==> config.mk <==
export PLATFORM = sky130hd
export DESIGN_NAME = nic_filter_sched_flat
export DESIGN_NICKNAME = d
export VERILOG_FILES = /design/src/rtl/nic_filter_sched_if.sv /design/src/rtl/nic_filter_sched.sv /design/src/flat_wrapper.sv
export SDC_FILE = /design/constraint.sdc
export NUM_CORES = 1
export LEC_CHECK = 0
export CORE_ASPECT_RATIO = 1.75
export CORE_MARGIN = 3
export CORE_UTILIZATION = 25
export CTS_CLUSTER_DIAMETER = 30
export DETAILED_ROUTE_END_ITERATION = 7
export GPL_ROUTABILITY_DRIVEN = 0
export PLACE_DENSITY_LB_ADDON = 0.2
export SLEW_MARGIN = 10
export SYNTH_ARGS = -nofsm -noshare
export SYNTH_HDL_FRONTEND = slang
export SYNTH_SLANG_ARGS = --single-unit
export TNS_END_PERCENT = 10
==> constraint.sdc <==
create_clock -name clk -period 2.12 [get_ports clk]
set_clock_uncertainty 0.05 [all_clocks]
set_input_delay 0.424 -clock clk [delete_from_list [all_inputs] [get_ports clk]]
set_output_delay 0.424 -clock clk [all_outputs]
set_load 0.01 [all_outputs]
==> src/rtl/nic_filter_sched_if.sv <==
// Bundle of all signals between the scheduler, the connection block and the filter engines.
// master = scheduler side, slave = connection block plus engines.
interface nic_filter_sched_if #(
    parameter int N_ENG  = 4,
    parameter int DROP_W = 3
);
    logic              receiving;
    logic [1:0]        byte_offset;
    logic [4:0]        word_offset;
    logic [N_ENG-1:0]  eng_start;
    logic [N_ENG-1:0]  eng_req;
    logic [N_ENG*5-1:0] eng_addr;
    logic [N_ENG-1:0]  eng_gnt;
    logic [4:0]        buf_addr;
    logic [N_ENG-1:0]  eng_done;
    logic [N_ENG-1:0]  eng_drop;
    logic              done;
    logic [DROP_W-1:0] drop_pkg;
    logic              tx_init;
    logic              busy;
    logic              overrun;
    logic [2:0]        fsm_state;

    modport master (
        input  receiving, byte_offset, word_offset, eng_req, eng_addr,
               eng_done, eng_drop, tx_init,
        output eng_start, eng_gnt, buf_addr, done, drop_pkg, busy, overrun, fsm_state
    );

    modport slave (
        output receiving, byte_offset, word_offset, eng_req, eng_addr,
               eng_done, eng_drop, tx_init,
        input  eng_start, eng_gnt, buf_addr, done, drop_pkg, busy, overrun, fsm_state
    );
endinterface

==> src/rtl/nic_filter_sched.sv <==
// Packet-inspection sequencer: starts all filter engines at end of receive, round-robins the
// packet-buffer read port among them, and merges their verdicts for the TX side.
module nic_filter_sched #(
    parameter int N_ENG     = 4,
    parameter int PKT_WORDS = 20,
    parameter int TIMEOUT   = 255,
    parameter int DROP_W    = 3
) (
    input  logic              clk,
    input  logic              rst,
    nic_filter_sched_if.master bus
);
    localparam int IW = (N_ENG > 1) ? $clog2(N_ENG) : 1;
    localparam int TW = $clog2(TIMEOUT + 1);

    typedef enum logic [2:0] {
        IDLE    = 3'd0,
        START   = 3'd1,
        RUN     = 3'd2,
        VERDICT = 3'd3,
        HOLD    = 3'd4,
        CLEAR   = 3'd5
    } state_t;

    state_t            state, state_next;
    logic              pkt_end;
    logic [N_ENG-1:0]  done_vec, drop_vec, done_now, newly_done, req_masked;
    logic              all_done;
    logic [TW-1:0]     timer;
    logic              timeout_flag;
    logic [IW-1:0]     rr;
    logic [IW-1:0]     win_idx, hi_idx, any_idx;
    logic              win_found, hi_found, any_found;
    logic [N_ENG-1:0]  gnt_q;
    logic [4:0]        buf_addr_q;
    logic [DROP_W-1:0] drop_pkg_q, verdict_code;
    logic              overrun_q;
    logic [N_ENG-1:0]  eng_start_w;
    logic              done_w, busy_w;

    assign pkt_end    = bus.receiving && (bus.word_offset == 5'(PKT_WORDS - 1))
                        && (bus.byte_offset == 2'd3);
    assign done_now   = done_vec | bus.eng_done;
    assign newly_done = bus.eng_done & ~done_vec;
    assign all_done   = &done_now;
    assign req_masked = bus.eng_req & ~done_now;

    // State register
    always_ff @(posedge clk) begin
        if (rst) state <= IDLE;
        else     state <= state_next;
    end

    // Next-state logic
    always_comb begin
        state_next = state;
        case (state)
            IDLE:    if (pkt_end) state_next = START;
            START:   state_next = RUN;
            RUN:     if (all_done || (timer == TW'(TIMEOUT - 1))) state_next = VERDICT;
            VERDICT: state_next = HOLD;
            HOLD:    if (bus.tx_init) state_next = CLEAR;
            CLEAR:   if (!bus.tx_init) state_next = IDLE;
            default: state_next = IDLE;
        endcase
    end

    // Moore outputs decoded from the state register
    always_comb begin
        eng_start_w = '0;
        done_w      = 1'b0;
        busy_w      = (state != IDLE);
        case (state)
            START:   eng_start_w = '1;
            HOLD:    done_w      = 1'b1;
            default: ;
        endcase
    end

    // Round-robin pick: lowest masked requester at/after rr, else lowest overall (wrap)
    always_comb begin
        hi_found  = 1'b0;
        hi_idx    = '0;
        any_found = 1'b0;
        any_idx   = '0;
        for (int i = N_ENG - 1; i >= 0; i--) begin
            if (req_masked[i]) begin
                any_found = 1'b1;
                any_idx   = IW'(i);
                if (i >= int'(rr)) begin
                    hi_found = 1'b1;
                    hi_idx   = IW'(i);
                end
            end
        end
        win_found = any_found;
        win_idx   = hi_found ? hi_idx : any_idx;
    end

    always_comb begin
        verdict_code = '0;
        if (timeout_flag) begin
            verdict_code = DROP_W'(7);
        end else begin
            for (int k = N_ENG - 1; k >= 0; k--) begin
                if (drop_vec[k]) verdict_code = DROP_W'(k + 1);
            end
        end
    end

    always_ff @(posedge clk) begin
        if (rst) begin
            done_vec     <= '0;
            drop_vec     <= '0;
            timer        <= '0;
            timeout_flag <= 1'b0;
            rr           <= '0;
            gnt_q        <= '0;
            buf_addr_q   <= '0;
            drop_pkg_q   <= '0;
            overrun_q    <= 1'b0;
        end else begin
            if (pkt_end && (state != IDLE)) overrun_q <= 1'b1;
            gnt_q <= '0;
            case (state)
                START: begin
                    done_vec     <= '0;
                    drop_vec     <= '0;
                    timer        <= '0;
                    timeout_flag <= 1'b0;
                end
                RUN: begin
                    done_vec     <= done_now;
                    drop_vec     <= (drop_vec & ~newly_done) | (bus.eng_drop & newly_done);
                    timer        <= timer + 1'b1;
                    timeout_flag <= !all_done && (timer == TW'(TIMEOUT - 1));
                    // A grant issued on the RUN exit edge would land outside RUN, so suppress it
                    if (win_found && (state_next == RUN)) begin
                        gnt_q      <= N_ENG'(1) << win_idx;
                        buf_addr_q <= bus.eng_addr[int'(win_idx)*5 +: 5];
                        rr         <= (win_idx == IW'(N_ENG - 1)) ? '0 : win_idx + 1'b1;
                    end
                end
                VERDICT: drop_pkg_q <= verdict_code;
                default: ;
            endcase
        end
    end

    assign bus.eng_start = eng_start_w;
    assign bus.eng_gnt   = gnt_q;
    assign bus.buf_addr  = buf_addr_q;
    assign bus.done      = done_w;
    assign bus.drop_pkg  = drop_pkg_q;
    assign bus.busy      = busy_w;
    assign bus.overrun   = overrun_q;
    assign bus.fsm_state = state;
endmodule

==> src/flat_wrapper.sv <==
// flat-port wrapper written by rule: the top's interface ports become plain ports
module nic_filter_sched_flat 
#(
    parameter int N_ENG     = 4,
    parameter int PKT_WORDS = 20,
    parameter int TIMEOUT   = 255,
    parameter int DROP_W    = 3
)
  (clk, rst, bus_receiving, bus_byte_offset, bus_word_offset, bus_eng_req, bus_eng_addr, bus_eng_done, bus_eng_drop, bus_tx_init, bus_eng_start, bus_eng_gnt, bus_buf_addr, bus_done, bus_drop_pkg, bus_busy, bus_overrun, bus_fsm_state);
  nic_filter_sched_if #(.N_ENG(N_ENG), .DROP_W(DROP_W)) bus_i ();
  input  logic clk;
  input  logic rst;
  input wire logic [$bits(bus_i.receiving)-1:0] bus_receiving;
  input wire logic [$bits(bus_i.byte_offset)-1:0] bus_byte_offset;
  input wire logic [$bits(bus_i.word_offset)-1:0] bus_word_offset;
  input wire logic [$bits(bus_i.eng_req)-1:0] bus_eng_req;
  input wire logic [$bits(bus_i.eng_addr)-1:0] bus_eng_addr;
  input wire logic [$bits(bus_i.eng_done)-1:0] bus_eng_done;
  input wire logic [$bits(bus_i.eng_drop)-1:0] bus_eng_drop;
  input wire logic [$bits(bus_i.tx_init)-1:0] bus_tx_init;
  output wire logic [$bits(bus_i.eng_start)-1:0] bus_eng_start;
  output wire logic [$bits(bus_i.eng_gnt)-1:0] bus_eng_gnt;
  output wire logic [$bits(bus_i.buf_addr)-1:0] bus_buf_addr;
  output wire logic [$bits(bus_i.done)-1:0] bus_done;
  output wire logic [$bits(bus_i.drop_pkg)-1:0] bus_drop_pkg;
  output wire logic [$bits(bus_i.busy)-1:0] bus_busy;
  output wire logic [$bits(bus_i.overrun)-1:0] bus_overrun;
  output wire logic [$bits(bus_i.fsm_state)-1:0] bus_fsm_state;
  assign bus_i.receiving = bus_receiving;
  assign bus_i.byte_offset = bus_byte_offset;
  assign bus_i.word_offset = bus_word_offset;
  assign bus_i.eng_req = bus_eng_req;
  assign bus_i.eng_addr = bus_eng_addr;
  assign bus_i.eng_done = bus_eng_done;
  assign bus_i.eng_drop = bus_eng_drop;
  assign bus_i.tx_init = bus_tx_init;
  assign bus_eng_start = bus_i.eng_start;
  assign bus_eng_gnt = bus_i.eng_gnt;
  assign bus_buf_addr = bus_i.buf_addr;
  assign bus_done = bus_i.done;
  assign bus_drop_pkg = bus_i.drop_pkg;
  assign bus_busy = bus_i.busy;
  assign bus_overrun = bus_i.overrun;
  assign bus_fsm_state = bus_i.fsm_state;
  nic_filter_sched #(.N_ENG(N_ENG), .PKT_WORDS(PKT_WORDS), .TIMEOUT(TIMEOUT), .DROP_W(DROP_W)) u_core (.clk(clk), .rst(rst), .bus(bus_i));
endmodule
After elaboration in Yosys (flattened, before gate mapping)
Index checks and enable logic that the tools add are counted.
W data, S select, Z words.
- logic and storage cells: 90
- input bits: 43
- bits in registers: 35
- shifts and indexed selects: 2
- mux-type cells: 38
- equality and inequality tests: 10
- multiply operators: 1
- add/sub/neg operators: 2
- order comparisons: 3
- reductions and logical operators: 13
- bitwise gates (word level): 11
- operators with widths (cell ; number):
    $shiftx A20 B32 Y5 ; 1
    $mux W3 ; 9
    $mux W2 ; 12
    $pmux W3 S6 ; 1
    $and A4 B4 Y4 ; 4
    $pmux W4 S2 ; 2
    $pmux W8 S2 ; 1
    $not A4 Y4 ; 3
    $mux W1 ; 11
    $eq A3 B2 Y1 const B ; 3
    $add A8 B1 Y8 const B ; 1
    $eq A8 B8 Y1 const B ; 1
    $or A4 B4 Y4 ; 2
    $eq A3 B3 Y1 const B ; 2
    $eq A5 B5 Y1 const B ; 1
    $logic_and A1 B1 Y1 ; 5
    $mul A2 B3 Y5 const B ; 1
    $eq A2 B2 Y1 const B ; 2
    $ge A1 B2 Y1 const A ; 2
    $mux W4 ; 1
    $reduce_and A4 Y1 ; 1
    $shl A1 B2 Y4 const A ; 1
    $eq A3 B1 Y1 const B ; 1
    $logic_not A3 Y1 ; 1
    other kinds (10) ; 11

Depth between registers and ports, before layout
- word-level depth: 13
- mapped depth: 8
- depth with buffers taken out: 7

Least setup slack after synthesis
No wires, ideal clock.
- path kind: flip-flop to flip-flop
- start point: register u_core.state[1], in the netlist u_core.bus.fsm_state[1]
- end point: register u_core.buf_addr_q[3], in the netlist u_core.bus.buf_addr[3]
- cell stages (with the launch flop): 6
- data arrival time: 1.802 ns
- period minus slack after synthesis: 1.982 ns
- slack: 0.138 ns
- cells stage by stage: dfxtp_1 buf_4 or3b_4 or4_4 a2111oi_2 a211oi_1
- longest elaborated chain between the ends: 5
- elaborated cells on any way between the ends: 14
- classes of those cells: 6 x eq/ne; 5 x mux; 3 x reduce/logical
- RTL lines (what ; line ; RTL):
    start, declared ; nic_filter_sched.sv:25 ; state_t state, state_next;
    start signal, assigned ; nic_filter_sched.sv:51 ; else state <= state_next;
    $eq A3 B3 Y1 (tied with other cells) ; nic_filter_sched.sv:57 ; case (state)
    $pmux W3 S6 ; nic_filter_sched.sv:57 ;
    $eq A3 B2 Y1 ; nic_filter_sched.sv:138 ; if (win_found && (state_next == RUN)) begin
    $logic_and A1 B1 Y1 ; nic_filter_sched.sv:138 ;
    $reduce_and A2 Y1 (no line) * ; - ;
    end signal, assigned ; nic_filter_sched.sv:140 ; buf_addr_q <= bus.eng_addr[int'(win_idx)*5 +: 5];
    end, declared ; nic_filter_sched.sv:35 ; logic [4:0] buf_addr_q;
Every way passes the cells marked *; elsewhere a longest branch is shown, timed or not.
A chain may end at the register's enable or synchronous reset.

Worst setup path after layout
- start point: register u_core.done_vec[0]
- end point: register u_core.buf_addr_q[3], in the netlist u_core.bus.buf_addr[3]
- longest elaborated chain between the ends: 8
- elaborated cells on any way between the ends: 17
- classes of those cells: 1 x mul; 1 x eq/ne; 1 x shift; 7 x mux; 3 x bitwise; 4 x reduce/logical
- RTL lines (what ; line ; RTL):
    start, declared ; nic_filter_sched.sv:27 ; logic [N_ENG-1:0] done_vec, drop_vec, done_now, newly_done, req_masked;
    start signal, assigned ; nic_filter_sched.sv:133 ; done_vec <= done_now;
    $or A4 B4 Y4 * ; nic_filter_sched.sv:43 ; assign done_now = done_vec | bus.eng_done;
    parallel branches: the longest is 7 deep, another holds $mul A2 B3 Y5 ; - ;
Every way passes the cells marked *.

==> results.toml <==
[clocking]
cts_tree = "done"
clock_latency_ns = 0.29
cts-htree-levels = 2
cts_made_buffers = 5
cts.sinks = 35
root_buffer = "clkbuf_16"
clockBufferDepth = 2
postCtsHoldBufs = 0
path_clk_slew_ns = 0.06

[critical_path]
ff2ff_setup_slack_ns = 0.05
critPathCaptureType = "flip-flop"
reg2reg_to = "u_core.bus.buf_addr[3]"
critPathKind = "reg -> reg"
arrival_ns = 2.18
r2r-start = "u_core.done_vec[0]"
crit_chain = "or4b_4, a21oi_4, nor3_4, buf_6, buf_4, a2111oi_4, a211oi_2"
critical-path-max-stage-delay_ns = 0.57
critPathBufInv = 2
reg2reg_depth = 7
cp_max_fo = 6
required_ns = 2.24
cp_top_family = "simple AND/OR/NAND/NOR gates"
start_kind = "flip-flop"
crit_slowest_cell = "or4b_4"

[yosys]
synth.avg_cell_area_um2 = 8.50
synthFlopType = "dfxtp_1"
synth_nets = 268
ys_ff_latch = 35
ys_seq_area_frac = 0.370
syn_area_um2 = 1900
synth_edf_count = 0
synth_cell_type_count = 55
syn_inst = 223
synthArstFlopShare = 0
yosysWarnings = 0

[sta]
post-route-period-util = 0.975
tightestPinTransition_ns = 0.475
maxSlewHeadroom = 0.681
clock.fmax_mhz = 484
drv_slew = 0
setup_viol = 0
rsz0062_at_grt = "no"
period_needed_ns = 2.07
timing.hold.ws_ns = 0.419
hold_viol_final = 0
finalSetupTns_ns = 0

[global_route]
gr-usage-all-layers = 0.164
grt_pass1_vias = 2175
grt_pass1_wl_mm = 10.6
grt_max_degree = 19
grt_antenna_before_repair = 0
overflow = 0

[finish]
fin_cells = 412
nets = 370
finalInstanceArea_um2 = 3200
antenna_cells = 0
drive_gt1_frac = 0.255
areaGrowthSynthToFinish_pct = 69.0

[floorplan]
initial_core_util = 0.260
core_um2 = 7280
ios = 65
dieArea_um2 = 8700
die_x_um = 71.8
die_h_um = 121
num_rows = 41

[pwr]
ir_worst_vdd_uv = 459
power_mw = 1.78
powerDensity_nw_per_um2 = 557
leakagePower_nw = 1.24

[place]
dpl_cell_area_um2 = 2830
dp_cells = 394
io_buffers = 64
dp_hpwl_mm = 5.45

[drt]
wirelength_mm = 6.86
viasPerCell = 5.18
wire_per_inst_um = 16.6
dr_total_vias = 2133
ant_nets = 0
dr.pass1.iters = 4
drc_errors = 0
drtIter0Drc = 90

[hold_path]
holdPathStages = 2
hold_class = "reg -> reg"
holdPathEnd = "u_core.bus.overrun"
holdCritStartpoint = "u_core.bus.overrun"

[outcome]
status = "completed"

[run]
max_cap_violations = 0
## cells in the final DEF, fill, tap and decap left out, drive strengths merged, types with 2 or more instances in the layout
master         instances
ha                     2
o211ai                 3
nor3b                  5
dfxtp                 35
inv                   12
o21ai                  8
clkinv                 2
a21oi                 24
o31ai                  4
nand3                  4
buf                   44
nor4                   2
dlygate4sd2            5
nand4                 10
mux2i                  6
a211oi                 7
clkdlybuf4s50         51
or3                    3
a2111oi                2
or3b                   4
a311oi                 3
dlymetal6s2s           7
nor2                  22
a41o                   4
o22ai                  3
nand2                 10
clkbuf                 7
nor3                  17
## Yosys cell counts, types with 2 or more instances
cell type	n	area (µm²)
a311oi_1	3	26.3
nand2_1	10	37.5
ha_1	2	25.0
mux2i_1	6	60.1
o21ai_0	8	40.0
inv_1	12	45.0
o31ai_1	4	30.0
or3_1	3	18.8
or3b_4	2	22.5
buf_4	4	30.0
nand3_1	4	20.0
a211oi_1	6	45.0
nor3b_1	4	30.0
o22ai_1	3	18.8
a21oi_1	23	115
o211ai_1	3	22.5
nor3_1	15	75.1
dfxtp_1	35	701
nor2_1	22	82.6
a41o_1	4	40.0
nand4_1	10	62.6
clkbuf_1	7	26.3
## worst max-delay path by stage
| stage | cells past startpoint | slack (ns) | startpoint | end |
|---|---|---|---|---|
| after floorplan | 5 | 0.14 | u_core.bus.fsm_state[1] | u_core.bus.buf_addr[3] |
| after global placement | 6 | -0.53 | bus_eng_req[3] | u_core.bus.buf_addr[1] |
| after detailed placement | 6 | -0.53 | bus_eng_req[3] | u_core.bus.buf_addr[1] |
| after CTS | 8 | -0.15 | bus_eng_req[0] | u_core.bus.buf_addr[3] |
| after global routing | 7 | 0.005 | u_core.done_vec[0] | u_core.bus.buf_addr[3] |
| final | 7 | 0.05 | u_core.done_vec[0] | u_core.bus.buf_addr[3] |
## kinds of logic after synthesis
group	count (synthesis)	share of synthesized area
and+or+nand+nor	85	0.267
AOI/OAI and AO/OA	68	0.254
DFF	35	0.370
buffers and inverters	26	0.0601
muxes	6	0.0317
adders and majority gates	2	0.0132
xor gates and xnor gates	1	0.00462
## worst min-delay path: stages, from the launching register on
cell and delay [ns]:
dfxtp_1 0.32, a21oi_1 0.04, nor2_1 0.07
## power breakdown
part / leakage, nW / switching, mW / internal, mW
clock network: 0.0868 / 0.289 / 0.584
registers: 0.283 / 0.000556 / 0.657
logic: 0.874 / 0.107 / 0.147
## layout make-up
cell class                 instances  area, µm²
fill                             731       4080
tap                               86        108
clock inverter                     2       35.0
multi-input combinational        162       1190
timing repair buffer             108        981
clock buffer                       6        139
inverter                          13       48.8
sequential                        35        706
## per-layer routing
metal	up-vias	global-route usage	part of all wire
met5	-	0	0
met3	14	0.0315	0.049
met2	56	0.331	0.59
met4	0	0.0965	0.044
li1	1046	-	-
met1	1017	0.138	0.32
## registers in the layout, indices dropped and copies added (netlist names)
name / cells
u_core.bus.fsm_state: 3
u_core.rr: 2
u_core.bus.drop_pkg: 3
u_core.timeout_flag: 1
u_core.timer: 8
u_core.drop_vec: 4
u_core.bus.buf_addr: 5
u_core.bus.overrun: 1
u_core.done_vec: 4
u_core.bus.eng_gnt: 4
## timing repair
action                     CTS  global route
gates resized for setup     13            26
setup endpoints to repair   13            13
buffers inserted             5             5
pin swaps                    4            15
## stage by stage
step,utilization,setup slack [ns]
finish,0.440,0.0520
global route,0.440,0.00467
CTS,0.422,-0.147
detailed placement,0.389,-0.527
global placement,0.389,-0.534
floorplan,-,0.138
Power figures use the tool's default switching activity.
